==> src/rtl/grid_frame_streamer.sv <==
// grid_frame_streamer: reads the solver's cells back through its read port and
// streams them as a framed byte sequence: header, iteration tag, cell data,
// then a checksum chosen so that every byte of the frame sums to zero mod 256.
//
// Handshake: a byte transfers on a rising clk edge where tx_valid and tx_ready
// are both high. Once tx_valid is raised, tx_valid and tx_data hold until that
// transfer happens; only abort or reset may withdraw a byte. tx_valid does not
// depend combinationally on tx_ready.
module grid_frame_streamer #(
    parameter int          NUM_CELLS = 64,
    parameter int          ADDR_W    = 6,
    parameter int          READ_LAT  = 2,
    parameter logic [7:0]  HDR_BYTE  = 8'hA5
) (
    input  logic              clk,
    input  logic              rst_n,
    input  logic              start,
    input  logic              abort,
    input  logic [3:0]        iter_nib,
    output logic [1:0]        sol_mode,
    output logic [ADDR_W-1:0] sol_addr,
    input  logic [7:0]        sol_data,
    output logic [7:0]        tx_data,
    output logic              tx_valid,
    input  logic              tx_ready,
    output logic              busy,
    output logic              done
);

    localparam logic [2:0] S_IDLE  = 3'd0;
    localparam logic [2:0] S_HDR   = 3'd1;
    localparam logic [2:0] S_TAG   = 3'd2;
    localparam logic [2:0] S_FETCH = 3'd3;
    localparam logic [2:0] S_SEND  = 3'd4;
    localparam logic [2:0] S_CSUM  = 3'd5;

    localparam logic [1:0] MODE_RUN  = 2'b00;
    localparam logic [1:0] MODE_READ = 2'b10;

    localparam int LAT_W = $clog2(READ_LAT + 2);
    localparam logic [LAT_W-1:0]  LAT_LAST  = LAT_W'(READ_LAT);
    localparam logic [ADDR_W-1:0] CELL_LAST = ADDR_W'(NUM_CELLS - 1);

    logic [2:0]        state;
    logic [3:0]        tag;
    logic [7:0]        acc;
    logic [ADDR_W-1:0] counter;
    logic [LAT_W-1:0]  lat_cnt;

    logic       accept;
    logic [7:0] acc_next;

    // Transfer strobe and the running sum including the byte now on the bus.
    always_comb begin
        accept   = tx_valid && tx_ready;
        acc_next = acc + tx_data;
    end

    // Frame sequencer: every output is a register updated here.
    always_ff @(posedge clk or negedge rst_n) begin
        if (!rst_n) begin
            state    <= S_IDLE;
            tag      <= 4'h0;
            acc      <= 8'h00;
            counter  <= '0;
            lat_cnt  <= '0;
            sol_mode <= MODE_RUN;
            sol_addr <= '0;
            tx_data  <= 8'h00;
            tx_valid <= 1'b0;
            busy     <= 1'b0;
            done     <= 1'b0;
        end else begin
            done <= 1'b0;
            if (abort && busy) begin
                // Abort drops any byte in flight and releases the solver.
                state    <= S_IDLE;
                tx_valid <= 1'b0;
                sol_mode <= MODE_RUN;
                sol_addr <= '0;
                busy     <= 1'b0;
            end else begin
                case (state)
                    S_IDLE: begin
                        // A start coinciding with the done pulse is ignored.
                        if (start && !done) begin
                            tag      <= iter_nib;
                            acc      <= 8'h00;
                            counter  <= '0;
                            busy     <= 1'b1;
                            sol_mode <= MODE_READ;
                            tx_data  <= HDR_BYTE;
                            tx_valid <= 1'b1;
                            state    <= S_HDR;
                        end
                    end
                    S_HDR: begin
                        if (accept) begin
                            acc     <= acc_next;
                            tx_data <= {4'h0, tag};
                            state   <= S_TAG;
                        end
                    end
                    S_TAG: begin
                        if (accept) begin
                            acc      <= acc_next;
                            tx_valid <= 1'b0;
                            sol_addr <= counter;
                            lat_cnt  <= '0;
                            state    <= S_FETCH;
                        end
                    end
                    S_FETCH: begin
                        // Address has been stable since the first FETCH cycle;
                        // sample once the solver read latency has elapsed.
                        if (lat_cnt == LAT_LAST) begin
                            tx_data  <= sol_data;
                            tx_valid <= 1'b1;
                            state    <= S_SEND;
                        end else begin
                            lat_cnt <= lat_cnt + 1'b1;
                        end
                    end
                    S_SEND: begin
                        if (accept) begin
                            acc <= acc_next;
                            if (counter == CELL_LAST) begin
                                tx_data <= 8'h00 - acc_next;
                                state   <= S_CSUM;
                            end else begin
                                counter  <= counter + 1'b1;
                                sol_addr <= counter + 1'b1;
                                tx_valid <= 1'b0;
                                lat_cnt  <= '0;
                                state    <= S_FETCH;
                            end
                        end
                    end
                    S_CSUM: begin
                        if (accept) begin
                            tx_valid <= 1'b0;
                            sol_mode <= MODE_RUN;
                            sol_addr <= '0;
                            busy     <= 1'b0;
                            done     <= 1'b1;
                            state    <= S_IDLE;
                        end
                    end
                    default: begin
                        state    <= S_IDLE;
                        tx_valid <= 1'b0;
                        sol_mode <= MODE_RUN;
                        busy     <= 1'b0;
                    end
                endcase
            end
        end
    end

endmodule

==> config.mk <==
export PLATFORM = sky130hd
export DESIGN_NAME = grid_frame_streamer
export DESIGN_NICKNAME = d
export VERILOG_FILES = /design/src/rtl/grid_frame_streamer.sv
export SDC_FILE = /design/constraint.sdc
export NUM_CORES = 1
export LEC_CHECK = 0
export CAP_MARGIN = 25
export CORE_ASPECT_RATIO = 0.8
export CORE_MARGIN = 3
export CORE_UTILIZATION = 55
export CTS_CLUSTER_DIAMETER = 50
export DETAILED_ROUTE_END_ITERATION = 7
export MAX_ROUTING_LAYER = met4
export PLACE_DENSITY = 0.82
export SYNTH_ARGS = -nofsm -noshare
export SYNTH_HDL_FRONTEND = slang
export SYNTH_SLANG_ARGS = --single-unit
==> constraint.sdc <==
create_clock -name clk -period 2.6 [get_ports clk]
set_input_delay 0.78 -clock clk [delete_from_list [all_inputs] [get_ports clk]]
set_output_delay 0.78 -clock clk [all_outputs]
set_load 0.03 [all_outputs]
==> metrics <==
via/cell ratio=6.20; R2R setup slack=0.12 ns; Synth async-reset ratio=between 90% and 100%; final slew viol count=0; DIE HEIGHT=just under 70 µm; Fin. Hold Viols=0; Post-DP HPWL=around 5.3 mm; I/O Pins=36; Worst R2R Start=tx_data[0]$_DFFE_PN0P_; diode count=0; largest net degree at the start of global routing=22; worst-path fanout max=3; initial antenna violation count=0; min cycle time layout=2.48 ns; CTS sink cnt=40; CP startpoint=tx_data[0]$_DFFE_PN0P_; hold_buf cts=0; Num CTS Buffers=5; IR drop worst, VDD=between 0.0007 and 0.0008 V; Final GP Congestion=around 0.95; gr ovfl total=0; Hold Crit Class=in2async; post-synthesis sequential area ratio=a little under two fifths; number of synthesized flops with an enable pin=0; slew margin rel.=slightly above 60%; Max Clock Skew=between 0.007 and 0.008 ns; cells on worst reg2reg path=8; worst slew pin tran=between 0.5 and 0.6 ns; Routed Antenna Nets=0; synth unique cells=between 60 and 70; commonest non-fill, non-tap cell in the layout=dfrtp_1; critical-path cell list=ha_2 > fa_2 > and3_1 > o21a_1 > o311a_1 > nor4b_2 > xnor2_1 > o31a_1; outcome=finished with violations; hold_ws=a little under 0.4 ns; syn avg cell area=between 8 and 9 µm²; pre-CTS setup slack=-0.0206 ns; Filler Cell Count=380; clk slew on worst S/H paths=around 0.08 ns; final net count=370; share of layout cells above drive strength 1=12.8%; critical path's top delay family=compound AO/OA/AOI/OAI gates; slack of the critical path=between 0.1 and 0.15 ns; global-route wire length before repair=between 10 and 15 mm; Critical R2R Capture=tx_data[7]$_DFFE_PN0P_; Data required, critical path=2.78 ns; CP max-delay cell=dfrtp_1; Max-Cap Viols=0; count of final setup violators=0; vias in the first global route=roughly 2400; DIE AREA=about 0.0058 mm²; root buf cell=clkbuf_8; RSZ-0062 raised after global routing=no; Iteration-0 DRC Markers=approximately 170; Mapped Cells=~300; Max Buffers Root-to-Sink=2; synthesized cell area=0.00272 mm²; startpoint types=flop; most frequent cells in the layout=dfrtp_1 (40), o21ai_0 (34), clkdlybuf4s50_1 (33); ys flop type=dfrtp_1; Worst Setup Path Type=reg2reg; Leak Pwr=0.00138 µW; fmax=~0.40 GHz; Arrival @ worst endpoint=2.67 ns; flops & latches, synth=40; H-tree depth=2; ratio of total power to cell area=~1200 mW/mm²; max incr delay on CP=about 0.42 ns; via count=2500; I/O Buffers=34; WL/cell=between 15 and 20 µm; Std-Cell Rows=22; worst skew pair latency=slightly below 0.3 ns; Critical Path Sink Type=flop; failing checks=design-rule violations; Starting Density=between 50% and 60%; Residual DRC=1; WL final=~7.2 mm; postcts setup bufs=0; core area=roughly 0.0047 mm²; Total GRT Usage=26.8%; die width=between 80 and 90 µm; Final Cycle Share=a little over nine tenths; Area Growth Syn to Fin=21.5%; Synthesized Nets=330; DRT Pass-1 Iters=7; Ys Warns=0; CTS tree=built; CP bufs+invs=0
==> cells by family (layout without fill, tap and decap cells) <==
group	after synthesis	in the layout	share of synthesized area, %
buffers and inverters	24	65	4.14
adder cells (fa/ha/maj)	11	11	5.34
other	1	1	0.138
XOR/XNOR	10	10	3.22
AO/OA/AOI/OAI	108	108	27.3
flip-flops	40	40	36.8
AND/OR/NAND/NOR	101	101	20.2
multiplexers	7	7	2.85
==> how the worst max path moves through the flow <==
stage	slack (ns)	cells after the start	endpoint
floorplan	0.08	8	tx_data[7]$_DFFE_PN0P_
global placement	0.05	7	tx_data[7]$_DFFE_PN0P_
detailed placement	-0.02	7	tx_data[7]$_DFFE_PN0P_
CTS	0.01	8	tx_data[7]$_DFFE_PN0P_
global route	0.03	8	tx_data[7]$_DFFE_PN0P_
finish	0.12	8	tx_data[7]$_DFFE_PN0P_
==> cell type report <==
cell class,instances,area [µm²],area share (%)
Inverter,8,30.0,0.909
Clock inverter,1,30.0,0.909
Sequential cell,40,1000,30.3
Timing Repair Buffer,49,460,13.9
Tap cell,60,75.1,2.27
Multi-Input combinational cell,238,1610,48.7
Clock buffer,7,96.3,2.92
==> per-layer routing <==
| metal | GRT usage [%] | up-vias | wire [µm] |
|---|---|---|---|
| met2 | 40.4 | 118 | 3190 |
| met5 | - | - | 0 |
| li1 | - | 1196 | - |
| met4 | 4.55 | 0 | 28 |
| met3 | 4.99 | 5 | 542 |
| met1 | 38.5 | 1181 | 3420 |
==> worst reg2reg max path, cell delays in order (launching register included) <==
cell and delay, ns:
dfrtp_1 0.42, ha_2 0.23, fa_2 0.37, and3_1 0.19, o21a_1 0.20, o311a_1 0.37
nor4b_2 0.18, xnor2_1 0.16, o31a_1 0.25
==> per-stage QoR <==
step	total power [µW]	util [%]	instance area [µm²]	std cells	TNS, ns
2_1_floorplan	2690	-	2720	302	0
3_3_place_gp	3310	67.8	3170	395	0
3_5_place_dp	3370	67.8	3170	395	-0.0206
4_1_cts	3950	70.5	3300	403	0
5_1_grt	4290	70.6	3300	403	0
6_report	4010	70.6	3300	403	0
==> sequential cells by signal, summed over array words and instances, names as in the netlist <==
register and count:
tx_valid 1, sol_mode 1, tag 4, sol_addr 6
state 3, lat_cnt 2, done 1, counter 6
acc 8, tx_data 8
==> cells in the mapped netlist, drive strengths merged, types with 3 or more instances <==
cell type / instances / area [µm²]
inv: 8 / 30.0
a22o: 4 / 35.0
a21o: 5 / 37.5
ha: 10 / 125
nand3b: 3 / 22.5
nor2b: 6 / 37.5
mux2: 6 / 67.6
and2: 7 / 43.8
a22oi: 8 / 60.1
dfrtp: 40 / 1000
o211ai: 3 / 22.5
nand3: 6 / 35.0
xor2: 4 / 35.0
nand2: 28 / 108
or3: 3 / 18.8
nand2b: 7 / 43.8
o21a: 3 / 22.5
nor3: 8 / 51.3
or2: 3 / 21.3
xnor2: 6 / 52.6
and3: 5 / 36.3
clkbuf: 7 / 26.3
o22a: 3 / 26.3
nor2: 18 / 70.1
o21ai: 39 / 199
o31ai: 12 / 90.1
a21oi: 8 / 40.0
buf: 9 / 56.3
==> power breakdown <==
group | total, µW | internal (µW) | switching, µW | leakage [µW]
Sequential | 1020 | 809 | 208 | 0.000522
Combinational | 2430 | 1030 | 1400 | 0.000789
Clock | 565 | 339 | 226 | 0.0000645
Total | 4010 | 2180 | 1830 | 0.00138
==> repair_timing <==
action | in CTS | in global routing
endpoints found under the hold margin | 0 | 0
endpoints found under the setup margin | 0 | 2
resized for setup | 0 | 2
No activity file was read; power rests on OpenSTA's default activity.
